`config.mk`:
```
export PLATFORM = sky130hd
export DESIGN_NAME = muldiv_ex
export DESIGN_NICKNAME = d
export VERILOG_FILES = /design/src/rtl/muldiv_ex.sv
export SDC_FILE = /design/constraint.sdc
export NUM_CORES = 1
export LEC_CHECK = 0
export ABC_AREA = 0
export CELL_PAD_IN_SITES_DETAIL_PLACEMENT = 2
export CELL_PAD_IN_SITES_GLOBAL_PLACEMENT = 2
export CORE_AREA = 2 2 207 209
export DETAILED_ROUTE_END_ITERATION = 16
export DIE_AREA = 0 0 209 211
export PLACE_DENSITY = 0.95
export SLEW_MARGIN = 30
export SYNTH_ARGS = -nofsm -noshare
export SYNTH_HDL_FRONTEND = slang
export SYNTH_SLANG_ARGS = --single-unit
```
`constraint.sdc`:
```
create_clock -name clk -period 10.9 [get_ports clk]
set_clock_uncertainty 0.15 [all_clocks]
set_input_delay 1.09 -clock clk [delete_from_list [all_inputs] [get_ports clk]]
set_output_delay 1.09 -clock clk [all_outputs]
set_load 0.01 [all_outputs]
```
`src/rtl/muldiv_ex.sv`:
```
// Iterative RV32M multiply/divide unit for the EX stage: radix-2 shift-add multiply and
// restoring divide on operand magnitudes, with sign correction applied on the last step.
module muldiv_ex #(
  parameter int unsigned XLEN  = 32,
  parameter int unsigned CNT_W = 5
) (
  input  logic            clk,
  input  logic            rst,
  input  logic            start,
  input  logic            flush,
  input  logic [2:0]      op,
  input  logic [XLEN-1:0] A,
  input  logic [XLEN-1:0] B,
  input  logic [4:0]      rd_in,
  output logic [XLEN-1:0] result,
  output logic [4:0]      rd_out,
  output logic            done,
  output logic            busy,
  output logic            stall
);

  typedef enum logic [1:0] {IDLE, CALC, DONE} state_t;
  typedef enum logic [2:0] {
    OP_MUL, OP_MULH, OP_MULHSU, OP_MULHU, OP_DIV, OP_DIVU, OP_REM, OP_REMU
  } op_t;

  state_t           state;
  op_t              op_q;
  logic [CNT_W-1:0] cnt;
  logic [4:0]       rd_q;
  logic [XLEN-1:0]  acc_hi;
  logic [XLEN-1:0]  acc_lo;
  logic [XLEN-1:0]  mcand;
  logic             neg_res;
  logic             neg_rem;

  // Operand decode at acceptance
  logic            a_neg, b_neg;
  logic [XLEN-1:0] a_mag, b_mag;
  logic            special;
  logic [XLEN-1:0] special_res;

  always_comb begin
    a_neg = A[XLEN-1] & ((op == OP_MULH) | (op == OP_MULHSU) | (op == OP_DIV) | (op == OP_REM));
    b_neg = B[XLEN-1] & ((op == OP_MULH) | (op == OP_DIV) | (op == OP_REM));
    a_mag = a_neg ? -A : A;
    b_mag = b_neg ? -B : B;
    special     = 1'b0;
    special_res = '0;
    if (op[2] && (B == '0)) begin
      special     = 1'b1;
      special_res = op[1] ? A : '1;
    end else if (((op == OP_DIV) || (op == OP_REM)) &&
                 (A == {1'b1, {(XLEN-1){1'b0}}}) && (B == '1)) begin
      special     = 1'b1;
      special_res = op[1] ? '0 : {1'b1, {(XLEN-1){1'b0}}};
    end
  end

  // One iteration: acc_hi holds partial product / remainder, acc_lo the multiplier / quotient
  logic [XLEN:0]   mul_sum;
  logic [XLEN:0]   div_shift;
  logic [XLEN:0]   div_trial;
  logic [XLEN-1:0] step_hi, step_lo;

  always_comb begin
    mul_sum   = {1'b0, acc_hi} + (acc_lo[0] ? {1'b0, mcand} : '0);
    div_shift = {acc_hi, acc_lo[XLEN-1]};
    div_trial = div_shift - {1'b0, mcand};
    if (op_q[2]) begin
      if (div_trial[XLEN]) begin
        step_hi = div_shift[XLEN-1:0];
        step_lo = {acc_lo[XLEN-2:0], 1'b0};
      end else begin
        step_hi = div_trial[XLEN-1:0];
        step_lo = {acc_lo[XLEN-2:0], 1'b1};
      end
    end else begin
      {step_hi, step_lo} = {mul_sum, acc_lo[XLEN-1:1]};
    end
  end

  // Sign correction on the values produced by the final iteration
  logic [2*XLEN-1:0] prod, prod_fix;
  logic [XLEN-1:0]   quo, rem, fin;

  always_comb begin
    prod     = {step_hi, step_lo};
    prod_fix = neg_res ? -prod : prod;
    quo      = neg_res ? -step_lo : step_lo;
    rem      = neg_rem ? -step_hi : step_hi;
    case (op_q)
      OP_MUL:                       fin = prod_fix[XLEN-1:0];
      OP_MULH, OP_MULHSU, OP_MULHU: fin = prod_fix[2*XLEN-1:XLEN];
      OP_DIV, OP_DIVU:              fin = quo;
      default:                      fin = rem;
    endcase
  end

  always_ff @(posedge clk or negedge rst) begin
    if (!rst) begin
      state   <= IDLE;
      op_q    <= OP_MUL;
      cnt     <= '0;
      rd_q    <= '0;
      acc_hi  <= '0;
      acc_lo  <= '0;
      mcand   <= '0;
      neg_res <= 1'b0;
      neg_rem <= 1'b0;
      result  <= '0;
      rd_out  <= '0;
      done    <= 1'b0;
    end else if (flush) begin
      state <= IDLE;
      done  <= 1'b0;
    end else begin
      done <= 1'b0;
      case (state)
        IDLE: begin
          if (start) begin
            op_q    <= op_t'(op);
            rd_q    <= rd_in;
            acc_hi  <= '0;
            acc_lo  <= a_mag;
            mcand   <= b_mag;
            neg_res <= a_neg ^ b_neg;
            neg_rem <= a_neg;
            if (special) begin
              result <= special_res;
              rd_out <= rd_in;
              done   <= 1'b1;
              state  <= DONE;
            end else begin
              cnt   <= CNT_W'(XLEN - 1);
              state <= CALC;
            end
          end
        end
        CALC: begin
          acc_hi <= step_hi;
          acc_lo <= step_lo;
          cnt    <= cnt - 1'b1;
          if (cnt == '0) begin
            result <= fin;
            rd_out <= rd_q;
            done   <= 1'b1;
            state  <= DONE;
          end
        end
        DONE:    state <= IDLE;
        default: state <= IDLE;
      endcase
    end
  end

  assign busy  = (state != IDLE);
  assign stall = ((state == IDLE) & start & ~flush) | (state == CALC);

endmodule

```
==> metrics list <==
- For this run, design rule violations remaining after detail routing come to 0.
- Sequential share of the synthesized area: 0.2331
- Maximum clock insertion buffer count: 2
* MaxCap Viol Count: 0
* Leakage Power: 7.272 nW
- Detailed placement finished with a half-perimeter wire length of approximately 65000 um.
- Total Power Consumption: slightly below 5 mW
* Die Wd: 209 um
- Routed wirelength normalized by instance count: 33.18 um
- Outcome: finished clean
- At the end of the flow, the number of nets in the layout was 2355.
- Top FF cell, synth: sky130_fd_sc_hd__dfrtp_1
* Number of port buffers: 115
- VDD sags by at most 0.1481 mV.
* Cell Pwr Density: 268.8 nW/um2
- Post-CTS setup repair buffer count: 0
* Gate Count Post-Synth: 2171
- Dividing the final minimum period by the clock period gives 0.7391.
- Cell depth of the worst hold path: 2
* Total iterations of the first detailed-routing run: 9
- The number of hold violations in the final report came to 0.
- After clock tree synthesis, the clock-pin slew on the worst setup and hold paths is 90 ps.
* Via Count: roughly 20k
- RSZ-0062 raised after global routing: no
- TritonCTS Buffers: 17
- Terminating pin of the worst hold path: mcand[10]$_DFFE_PN0P_
- Sum of negative setup slack: 0 ps
- Leaving out fill and tap cells, the most frequent cell in the layout is sky130_fd_sc_hd__nand2_1.
- Tmin final: between 8000 and 9000 ps
* Library cell with the largest summed area after synthesis: sky130_fd_sc_hd__dfrtp_1
* Reg-to-reg critical path startpoint: acc_lo[31]$_DFFE_PN0P_
- The placed instances occupy a cell area of 17780 um2.
- For this configuration, the core starts out at a cell density of 0.3883.
- For this run, the number of Yosys warnings is 0.
- Die height: 211 um
- After synthesis, the netlist uses 103 different library cells.
- In the global route stage, overall resource usage came out at 0.4120.
- Global-route wire length before repair: 136500 um
- In this run the number of H-tree levels came out at 4.
- Row generation in the floorplan step produced 75 rows.
* Core area: 41760 um2
- Entering global routing, the biggest net connects 97 pins.
- Counting every sink on the clock net gives approximately 150.
- Setup violations remaining at the end of the flow were counted as 0.
* Reg-to-Reg End: result[22]$_DFFE_PN0P_
- Headroom to the max-slew limit came out at 0.2758.
- TritonCTS clock tree: built
- In this run the worst hold path is classified as register to register.
- The synthesized netlist occupies a cell area of between 15000 and 20000 um2.
* Growth of design area from synthesis to finish: 13.48%
* Via-to-Cell Ratio: 7.065
* CP Data Arrival Time: approximately 8300 ps
* Post-Route Utilization: 0.4406
- Hold buffer count at cts: 0
* Final max-slew violation count: 0
- The die covers 44100 um2.
* Global route overflow: 0
* EDFF count, synth: 0
* CTS Root Cell: sky130_fd_sc_hd__clkbuf_16
- Data required time at the worst endpoint: 11160 ps
- In this run the mean area of a mapped cell was 7.468 um2.
- For the worst flop-to-flop path, the logic depth is 23.
- Ranked by total cell area, the synthesized netlist is headed by sky130_fd_sc_hd__dfrtp_1 (23%), sky130_fd_sc_hd__o21ai_0 (6.6%), sky130_fd_sc_hd__nand2_1 (6.1%).
- Of the post-synthesis cell area, the dominant cell type holds 0.2331.
* Critical path startpoint category: register
- The setup check on the worst reg-to-reg path leaves a slack of around 2800 ps.
* First DRT Iteration DRCs: approximately 2.1k
- Clk_lat worst skew: approximately 500 ps
- In this run the most critical hold path is launched from mcand[10]$_DFFE_PN0P_.
- Number of gates resized after CTS: 0
* Top library cells by usage in the layout, fill and taps aside: sky130_fd_sc_hd__nand2_1 (264), sky130_fd_sc_hd__o21ai_0 (213), sky130_fd_sc_hd__nor2_1 (194)
* Nature of the critical path endpoint: register
- Via count of the first global-routing pass: 20.81k
- Of the cells placed in the final design, the portion with a size suffix greater than 1 is 0.06492.
* Routability-driven placement congestion ratio: 0.9227
- Antenna violations before repair: 3
- Max frequency: 124.1 MHz
* Type of the worst setup path: register to register
- Area of all placed cells without fillers: 18400 um2
- DRT antenna net count: 0
* Critical path peak fanout: 7
- Nets in the synthesized netlist: 2320
- Slew at the pin closest to its max-slew limit: 1080 ps
- Summed over all layers, the routed wires come to 91570 um.
- In this run the count of I/O pins placed on the die edge is 116.
* Register bit total from synthesis: 151
* Async set-reset flop share out of synthesis: 1.000
## metal layers
layer / routed length, um / vias up / track usage
met5: 10 / - / 0
li1: - / 7975 / -
met3: 8337 / 436 / 0.07746
met2: 41880 / 1295 / 0.6661
met1: 34610 / 9792 / 0.4979
met4: 6733 / 2 / 0.2852
## cell families (layout without fill, tap and decap cells)
| logic type | Yosys count | after routing | share of synthesized area |
|---|---|---|---|
| and+or+nand+nor | 790 | 790 | 0.2402 |
| AOI/OAI and AO/OA | 705 | 705 | 0.2811 |
| buffers and inverters | 207 | 254 | 0.05086 |
| xor gates and xnor gates | 191 | 191 | 0.1032 |
| DFF | 151 | 151 | 0.2331 |
| adders and majority gates | 73 | 73 | 0.05726 |
| muxes | 54 | 54 | 0.03434 |
| other | 0 | 3 | 0 |
## synthesized netlist by cell type, types with 11 or more instances
cell type	instances
sky130_fd_sc_hd__nor3b_1	11
sky130_fd_sc_hd__nand4_1	35
sky130_fd_sc_hd__ha_1	71
sky130_fd_sc_hd__xor2_1	78
sky130_fd_sc_hd__nand2b_1	18
sky130_fd_sc_hd__buf_1	11
sky130_fd_sc_hd__nor2_1	196
sky130_fd_sc_hd__a22o_1	14
sky130_fd_sc_hd__o21ai_0	214
sky130_fd_sc_hd__and3_1	21
sky130_fd_sc_hd__and2_1	43
sky130_fd_sc_hd__nor3_1	47
sky130_fd_sc_hd__nand3_1	43
sky130_fd_sc_hd__a211oi_1	22
sky130_fd_sc_hd__dfrtp_1	151
sky130_fd_sc_hd__clkbuf_1	102
sky130_fd_sc_hd__or2_2	12
sky130_fd_sc_hd__o21ai_1	14
sky130_fd_sc_hd__mux2i_1	41
sky130_fd_sc_hd__o22ai_1	12
sky130_fd_sc_hd__nor4_1	17
sky130_fd_sc_hd__a31oi_1	39
sky130_fd_sc_hd__o41ai_1	12
sky130_fd_sc_hd__or3_1	23
sky130_fd_sc_hd__o31ai_1	32
sky130_fd_sc_hd__mux2_2	13
sky130_fd_sc_hd__inv_1	77
sky130_fd_sc_hd__o21a_1	11
sky130_fd_sc_hd__o211ai_1	20
sky130_fd_sc_hd__nand2_1	264
sky130_fd_sc_hd__xnor2_1	113
sky130_fd_sc_hd__a21oi_1	166
sky130_fd_sc_hd__a21o_1	29
## report_power, final
| part | internal, mW | switching, mW | total [mW] |
|---|---|---|---|
| logic | 1.07 | 2.35 | 3.42 |
| clock network | 0.343 | 0.307 | 0.650 |
| registers | 0.669 | 0.203 | 0.871 |
| total | 2.08 | 2.86 | 4.94 |
## layout make-up
| type | instances | area [um2] |
|---|---|---|
| clock inverters | 11 | 125.1 |
| repair buffers | 145 | 1404 |
| clock buffers | 20 | 446.7 |
| multi-input cells | 1813 | 11670 |
| flip-flops and latches | 151 | 3782 |
| diodes | 3 | 7.507 |
| well taps | 539 | 674.4 |
| fillers | 4598 | 23360 |
| inverters | 78 | 292.8 |
## worst max path at each step
stage	start	to	slack, ps
after detailed placement	acc_hi[9]$_DFFE_PN0P_	result[18]$_DFFE_PN0P_	3050
after global placement	acc_hi[9]$_DFFE_PN0P_	result[22]$_DFFE_PN0P_	3750
after CTS	acc_lo[31]$_DFFE_PN0P_	result[22]$_DFFE_PN0P_	2790
final	acc_lo[31]$_DFFE_PN0P_	result[22]$_DFFE_PN0P_	2840
after floorplan	op_q[2]$_DFFE_PN0P_	result[22]$_DFFE_PN0P_	4610
after global routing	acc_lo[31]$_DFFE_PN0P_	result[22]$_DFFE_PN0P_	2810
## state kept, by name (all words and copies together), names as in the netlist
| register | flops |
|---|---|
| acc_hi | 32 |
| acc_lo | 32 |
| mcand | 32 |
| result | 32 |
| cnt | 5 |
| rd_out | 5 |
| rd_q | 5 |
| op_q | 3 |
| state | 2 |
| done | 1 |
| neg_rem | 1 |
| neg_res | 1 |
## through the flow
step                setup slack, ps  hold slack, ps  std cells
floorplan                      4607           295.5       2171
global route                   2812           388.0       2757
finish                         2844           366.6       2760
CTS                            2791           369.6       2756
global placement               3746           309.1       2725
detailed placement             3054           342.2       2725
## critical path: stages, from the launching register on
cell and delay, ps:
sky130_fd_sc_hd__dfrtp_1 420, sky130_fd_sc_hd__inv_1 110, sky130_fd_sc_hd__ha_1 230, sky130_fd_sc_hd__inv_1 120
sky130_fd_sc_hd__fa_1 340, sky130_fd_sc_hd__a211oi_1 170, sky130_fd_sc_hd__o211ai_1 340, sky130_fd_sc_hd__a221oi_2 230
sky130_fd_sc_hd__or4_1 770, sky130_fd_sc_hd__a21oi_1 330, sky130_fd_sc_hd__nor4b_2 630, sky130_fd_sc_hd__ha_1 320
sky130_fd_sc_hd__o211ai_1 170, sky130_fd_sc_hd__or4_1 720, sky130_fd_sc_hd__or2_2 410, sky130_fd_sc_hd__or2_2 390
sky130_fd_sc_hd__nor2_1 140, sky130_fd_sc_hd__o31ai_1 170, sky130_fd_sc_hd__nor4b_4 550, sky130_fd_sc_hd__nand3_1 320
sky130_fd_sc_hd__nor3_1 340, sky130_fd_sc_hd__nor3_1 90, sky130_fd_sc_hd__a211o_1 270, sky130_fd_sc_hd__a31oi_1 220
Power figures use the tool's default switching activity.
